### src/rtl/card_mem_pkg.sv
// Shared constants and state encoding for the card list memory.
// Op codes, list ids, the NULL node marker and the controller state enum.
package card_mem_pkg;

  localparam int unsigned NUM_CARDS = 52;
  localparam int unsigned NODE_AW   = 6;
  localparam int unsigned NUM_NODES = 1 << NODE_AW;

  localparam logic [NODE_AW-1:0] NULL_NODE = '1;
  localparam logic [NODE_AW-1:0] CARD_MAX  = NODE_AW'(NUM_CARDS);
  localparam logic [NODE_AW-1:0] LAST_NODE = NODE_AW'(NUM_CARDS - 1);

  localparam logic [1:0] OP_PUSH   = 2'd0;
  localparam logic [1:0] OP_REMOVE = 2'd1;
  localparam logic [1:0] OP_INIT   = 2'd2;
  localparam logic [1:0] OP_COUNT  = 2'd3;

  localparam logic [1:0] LIST_DECK   = 2'd0;
  localparam logic [1:0] LIST_PLAYER = 2'd1;
  localparam logic [1:0] LIST_COM    = 2'd2;

  typedef enum logic [2:0] {
    StIdle,
    StInit,
    StPush,
    StSeek,
    StUnlink,
    StDone
  } state_t;

endpackage

### src/rtl/card_list_memory_node_array.sv
// Node storage: card value and next pointer per node.
// Two combinational read ports, independent card and next write ports.
module card_node_array
  import card_mem_pkg::*;
(
  input  logic               clock,
  input  logic [NODE_AW-1:0] i_rd_addr_a,
  output logic [NODE_AW-1:0] o_card_a,
  output logic [NODE_AW-1:0] o_next_a,
  input  logic [NODE_AW-1:0] i_rd_addr_b,
  output logic [NODE_AW-1:0] o_next_b,
  input  logic               i_card_we,
  input  logic [NODE_AW-1:0] i_card_waddr,
  input  logic [NODE_AW-1:0] i_card_wdata,
  input  logic               i_next_we,
  input  logic [NODE_AW-1:0] i_next_waddr,
  input  logic [NODE_AW-1:0] i_next_wdata
);

  logic [NODE_AW-1:0] r_card [NUM_NODES];
  logic [NODE_AW-1:0] r_next [NUM_NODES];

  always_ff @(posedge clock) begin
    if (i_card_we) r_card[i_card_waddr] <= i_card_wdata;
    if (i_next_we) r_next[i_next_waddr] <= i_next_wdata;
  end

  assign o_card_a = r_card[i_rd_addr_a];
  assign o_next_a = r_next[i_rd_addr_a];
  assign o_next_b = r_next[i_rd_addr_b];

endmodule

### src/rtl/card_list_memory.sv
// Linked-list card storage serving push / remove-at / rebuild / count commands.
// Three lists (deck, player, com) share one node pool with a free list.
module card_list_memory
  import card_mem_pkg::*;
(
  input  logic        clock,
  input  logic        resetn,
  input  logic        enable,
  input  logic [1:0]  select_op,
  input  logic [9:0]  arg1,
  input  logic [9:0]  arg2,
  output logic        finished_op,
  output logic [15:0] out1,
  output logic        busy,
  output logic        error
);

  state_t             r_state, w_state_next;
  logic [NODE_AW-1:0] r_head [3];
  logic [NODE_AW-1:0] r_count [3];
  logic [NODE_AW-1:0] r_free_head, r_cur, r_prev, r_steps, r_i, r_card, r_link_next;
  logic [1:0]         r_id;
  logic               r_auto, r_err, r_link;
  logic [15:0]        r_out1;

  logic [NODE_AW-1:0] w_rd_a, w_card_a, w_next_a, w_next_b;
  logic               w_card_we, w_next_we;
  logic [NODE_AW-1:0] w_card_waddr, w_card_wdata, w_next_waddr, w_next_wdata;
  logic [1:0]         w_lid;
  logic               w_id_bad, w_card_bad, w_cmd_err;
  logic               w_unused;

  assign w_unused   = ^{arg1[9:2], arg2[9:6]};
  assign w_id_bad   = (arg1[1:0] == 2'd3);
  assign w_lid      = w_id_bad ? LIST_DECK : arg1[1:0];
  assign w_card_bad = (arg2[5:0] == '0) || (arg2[5:0] > CARD_MAX);

  always_comb begin
    unique case (select_op)
      OP_PUSH:   w_cmd_err = w_id_bad || (r_free_head == NULL_NODE) || w_card_bad;
      OP_REMOVE: w_cmd_err = w_id_bad || (r_count[w_lid] == '0);
      OP_INIT:   w_cmd_err = 1'b0;
      default:   w_cmd_err = w_id_bad;
    endcase
  end

  always_comb begin
    w_state_next = r_state;
    w_rd_a       = r_cur;
    w_card_we    = 1'b0;
    w_card_waddr = r_i;
    w_card_wdata = r_i + 1'b1;
    w_next_we    = 1'b0;
    w_next_waddr = r_i;
    w_next_wdata = (r_i == LAST_NODE) ? NULL_NODE : r_i + 1'b1;
    unique case (r_state)
      StIdle: begin
        if (enable) begin
          if (w_cmd_err) w_state_next = StDone;
          else begin
            unique case (select_op)
              OP_PUSH:   w_state_next = StPush;
              OP_REMOVE: w_state_next = (arg2[5:0] == '0) ? StUnlink : StSeek;
              OP_INIT:   w_state_next = StInit;
              default:   w_state_next = StDone;
            endcase
          end
        end
      end
      StInit: begin
        w_card_we = 1'b1;
        w_next_we = 1'b1;
        if (r_i == LAST_NODE) w_state_next = StDone;
      end
      StPush: begin
        w_card_we    = 1'b1;
        w_card_waddr = r_free_head;
        w_card_wdata = r_card;
        w_next_we    = 1'b1;
        w_next_waddr = r_free_head;
        w_next_wdata = r_head[r_id];
        w_state_next = StDone;
      end
      StSeek: begin
        if (r_steps == NODE_AW'(1)) w_state_next = StUnlink;
      end
      StUnlink: begin
        w_next_we    = (r_prev != NULL_NODE);
        w_next_waddr = r_prev;
        w_next_wdata = w_next_a;
        w_state_next = StDone;
      end
      default: begin
        // The freed node's link to the old free list is written here, since
        // UNLINK already uses the next-write port for the predecessor.
        w_next_we    = r_link;
        w_next_waddr = r_cur;
        w_next_wdata = r_link_next;
        w_state_next = StIdle;
      end
    endcase
  end

  always_ff @(posedge clock) begin
    if (!resetn) begin
      r_state     <= StInit;
      r_i         <= '0;
      r_auto      <= 1'b1;
      r_err       <= 1'b0;
      r_link      <= 1'b0;
      r_out1      <= '0;
      r_free_head <= NULL_NODE;
      r_cur       <= NULL_NODE;
      r_prev      <= NULL_NODE;
      r_link_next <= NULL_NODE;
      r_steps     <= '0;
      r_card      <= '0;
      r_id        <= LIST_DECK;
      for (int k = 0; k < 3; k++) begin
        r_head[k]  <= NULL_NODE;
        r_count[k] <= '0;
      end
    end else begin
      r_state <= w_state_next;
      unique case (r_state)
        StIdle: begin
          if (enable) begin
            r_id   <= w_lid;
            r_card <= arg2[5:0];
            r_err  <= w_cmd_err;
            r_link <= 1'b0;
            if (w_cmd_err) r_out1 <= 16'hFFFF;
            else if (select_op == OP_REMOVE) begin
              r_cur   <= r_head[w_lid];
              r_prev  <= NULL_NODE;
              r_steps <= arg2[5:0];
            end else if (select_op == OP_INIT) r_i <= '0;
            else if (select_op == OP_COUNT) r_out1 <= {10'd0, r_count[w_lid]};
          end
        end
        StInit: begin
          r_i <= r_i + 1'b1;
          if (r_i == LAST_NODE) begin
            r_head[0]   <= '0;
            r_count[0]  <= CARD_MAX;
            r_head[1]   <= NULL_NODE;
            r_count[1]  <= '0;
            r_head[2]   <= NULL_NODE;
            r_count[2]  <= '0;
            r_free_head <= NULL_NODE;
          end
        end
        StPush: begin
          r_free_head   <= w_next_b;
          r_head[r_id]  <= r_free_head;
          r_count[r_id] <= r_count[r_id] + 1'b1;
        end
        StSeek: begin
          if (w_next_a == NULL_NODE) begin
            r_cur  <= r_head[r_id];
            r_prev <= NULL_NODE;
          end else begin
            r_cur  <= w_next_a;
            r_prev <= r_cur;
          end
          r_steps <= r_steps - 1'b1;
        end
        StUnlink: begin
          r_out1 <= {10'd0, w_card_a};
          if (r_prev == NULL_NODE) r_head[r_id] <= w_next_a;
          r_link_next   <= r_free_head;
          r_free_head   <= r_cur;
          r_link        <= 1'b1;
          r_count[r_id] <= r_count[r_id] - 1'b1;
        end
        default: begin
          r_link <= 1'b0;
          r_auto <= 1'b0;
        end
      endcase
    end
  end

  card_node_array u_nodes (
    .clock        (clock),
    .i_rd_addr_a  (w_rd_a),
    .o_card_a     (w_card_a),
    .o_next_a     (w_next_a),
    .i_rd_addr_b  (r_free_head),
    .o_next_b     (w_next_b),
    .i_card_we    (w_card_we),
    .i_card_waddr (w_card_waddr),
    .i_card_wdata (w_card_wdata),
    .i_next_we    (w_next_we),
    .i_next_waddr (w_next_waddr),
    .i_next_wdata (w_next_wdata)
  );

  assign busy        = (r_state != StIdle);
  assign finished_op = (r_state == StDone) && !r_auto;
  assign error       = (r_state == StDone) && !r_auto && r_err;
  assign out1        = r_out1;

endmodule

### config.mk
export PLATFORM = sky130hd
export DESIGN_NAME = card_list_memory
export DESIGN_NICKNAME = d
export VERILOG_FILES = /design/src/rtl/card_mem_pkg.sv /design/src/rtl/card_list_memory_node_array.sv /design/src/rtl/card_list_memory.sv
export SDC_FILE = /design/constraint.sdc
export NUM_CORES = 1
export LEC_CHECK = 0
export BUFFER_PORTS_ARGS = -buffer_cell sky130_fd_sc_hd__buf_2
export CORE_AREA = 8 8 272 274
export CTS_BUF_LIST = sky130_fd_sc_hd__clkbuf_4 sky130_fd_sc_hd__clkbuf_8 sky130_fd_sc_hd__clkbuf_16
export DETAILED_ROUTE_END_ITERATION = 8
export DIE_AREA = 0 0 280 282
export PLACE_DENSITY_LB_ADDON = 0.2
export SKIP_LAST_GASP = 1
export SYNTH_ARGS = -nofsm -noshare
export SYNTH_HDL_FRONTEND = slang
export SYNTH_SLANG_ARGS = --single-unit
### constraint.sdc
create_clock -name clock -period 5.1 [get_ports clock]
set_input_delay 1.02 -clock clock [delete_from_list [all_inputs] [get_ports clock]]
set_output_delay 1.02 -clock clock [all_outputs]
set_load 0.05 [all_outputs]
==> results.json <==
{
  "status": "complete, no violations",
  "setup-tns-final_ps": 0,
  "syn_area_sq_um": 39300,
  "synth_seq_area_share_pct": 66.0,
  "clock_sinks": 887,
  "grt_pass1_vias": 22300,
  "fin_crit_sh_pct": 87.9,
  "rsz0062_at_grt": "no",
  "syn_inst": 2217,
  "antenna_found_initial": 2,
  "postRouteAntennaNets": 0,
  "synth_edf_count": 816,
  "clock_latency_ps": 670,
  "reg2regPathDepth": 10,
  "yosysTopAreaCellShare_pct": 62.4,
  "hold_violations": 0,
  "r2r_setup_slack_ps": 620,
  "post_cts_resize_count": 0,
  "end_kind": "flop",
  "internal_power_mw": 14.8,
  "start_util_pct": 56.5,
  "drc_errors": 0,
  "worst_pin_slew_ps": 1350,
  "fin_crit_ps": 4480,
  "pin_count": 44,
  "dp_hpwl_um": 63500,
  "die_w_um": 280,
  "yosysTopAreaCell": "edfxtp_1",
  "path_class": "flop to flop",
  "drtIter0Drc": 2551,
  "grt_pass1_wl_um": 146000,
  "portBuffers": 31,
  "hold_depth": 2,
  "cts.htree.levels": 3,
  "gr-total-overflow": 0,
  "yosys.cell_types.count": 72,
  "p_seq_share_pct": 43.8,
  "yosys_register_bits": 887,
  "syn_area_per_cell_sq_um": 17.7,
  "final_common_cell": "edfxtp_1",
  "clock.fmax_ghz": 0.223,
  "hold_buffers": 0,
  "dr.pass1.iters": 6,
  "cts_root_buffer": "clkbuf_16",
  "swShare_pct": 30.7,
  "powerDensity_nw_per_um2": 489,
  "cap_violations": 0,
  "async_flop_share_pct": 0,
  "final_cell_mix": "edfxtp_1, mux4_2, nor2_1",
  "required_ps": 5390,
  "grt_use_total_pct": 24.8,
  "clkPwrFrac_pct": 33.3,
  "synth_ff_type": "edfxtp_1",
  "area_growth_pct": 11.3,
  "syn_nets": 2250,
  "p_switching_mw": 6.57,
  "worst_setup_path_start_kind": "flop",
  "cp_max_fo": 64,
  "synth_area_leaders": "edfxtp_1, mux4_2, dfxtp_1",
  "hp-class": "flop to flop",
  "hold_start": "r_auto$_SDFFE_PN1N_",
  "final_nets": 2278,
  "leakage_nw": 14.0,
  "synth_warnings": 0,
  "totalWireLength_um": 97500,
  "clock-skew-final_ps": 29.2,
  "slew_headroom_pct": 9.81,
  "layout-drive-gt1-share_pct": 27.4,
  "post-cts-setup-buffers": 0,
  "cts_buffer_depth": 3,
  "hold-worst-slack_ps": 458,
  "wl_per_cell_um": 29.9,
  "irDropWorstVdd_uv": 301,
  "hold_end": "r_auto$_SDFFE_PN1N_",
  "die_y_um": 282,
  "fp.dieArea_sq_um": 79000,
  "via_per_inst": 6.75,
  "grt_max_degree": 79,
  "vias": 22000,
  "drv_slew": 0,
  "cts.clk_slew.worst_paths_ps": 60,
  "combPwrFrac_pct": 22.9,
  "setup_violations": 0,
  "cts_buffers": 91,
  "tritoncts": "built",
  "gp_congestion": 0.898,
  "core_sq_um": 69500,
  "r2r-end": "u_nodes.r_next[63][0]$_DFFE_PP_",
  "worstPathArrival_ps": 4780,
  "row_count": 97
}
-- metal layers --
layer	track usage (%)	wire (um)	up-vias
li1	-	-	9129
met1	35.1	39000	11600
met2	39.9	47400	1161
met3	4.70	8520	186
met4	6.80	2560	2
met5	0	13	-
-- synthesized netlist by cell type (all sizes together) (15+ instances only) --
| master | instances |
|---|---|
| a21oi | 64 |
| buf | 74 |
| clkbuf | 72 |
| dfxtp | 71 |
| edfxtp | 816 |
| inv | 31 |
| mux2i | 31 |
| mux4 | 358 |
| nand2 | 154 |
| nand2b | 17 |
| nand3 | 32 |
| nand3b | 15 |
| nor2 | 196 |
| nor2b | 19 |
| o21ai | 41 |
-- final cells by class --
cell class                 count  area, sq um
inverter                      33          124
fill                        4822        25800
timing repair buffer          81          606
clock inverter                65          836
multi-input combinational   1151        12600
tap                          940         1180
clock buffer                 106         2410
sequential                   887        25900
antenna                        1         2.50
-- worst max-delay path by stage --
stage	end	cells after the start
after global routing	u_nodes.r_next[61][0]$_DFFE_PP_	10
after detailed placement	u_nodes.r_next[53][0]$_DFFE_PP_	10
final	u_nodes.r_next[63][0]$_DFFE_PP_	10
after CTS	u_nodes.r_next[63][0]$_DFFE_PP_	10
after global placement	u_nodes.r_next[55][0]$_DFFE_PP_	10
after floorplan	u_nodes.r_next[0][2]$_DFFE_PP_	10
-- critical path: stages, from the launching register on --
cell and delay, ps:
dfxtp_4 840, buf_12 470, mux4_2 560, mux2i_1 490, a21oi_1 150, a211oi_1 530
buf_4 250, inv_1 40, a21oi_1 230, o21ai_4 80, buf_4 370
-- through the flow --
step / instance area, sq um / power [mW] / std cells / utilization, % / setup slack, ps
floorplan: 39300 / 12.5 / 2217 / - / 12.5
global placement: 40400 / 14.2 / 3092 / 58.2 / 666
detailed placement: 40400 / 14.3 / 3092 / 58.2 / 651
CTS: 43700 / 21.4 / 3263 / 62.8 / 630
global route: 43700 / 22.0 / 3264 / 62.8 / 415
finish: 43700 / 21.4 / 3264 / 62.8 / 615
-- power groups by stage --
stage | Sequential (mW) | Combinational [mW] | Clock, mW
after floorplan | 9.28 | 3.17 | 0
after global placement | 9.47 | 4.69 | 0
after detailed placement | 9.50 | 4.82 | 0
after CTS | 9.35 | 4.84 | 7.18
after global routing | 9.40 | 5.16 | 7.44
final | 9.35 | 4.90 | 7.11
-- kinds of logic after synthesis --
| kind of cell | Yosys count | synth area share (%) |
|---|---|---|
| AOI/OAI and AO/OA | 242 | 4.15 |
| xor gates and xnor gates | 9 | 0.201 |
| and+or+nand+nor | 496 | 5.64 |
| buffers and inverters | 179 | 2.17 |
| muxes | 396 | 21.5 |
| DFF | 887 | 66.0 |
| adders and majority gates | 8 | 0.274 |
-- state kept, by name (all words and copies together) (netlist names), 7 cells and up, named ones only --
| name | count |
|---|---|
| u_nodes.r_next | 384 |
| r_count | 24 |
| out1 | 7 |
| u_nodes.r_card | 384 |
| r_head | 24 |
Note: power is estimated with default switching activity, not from simulation.
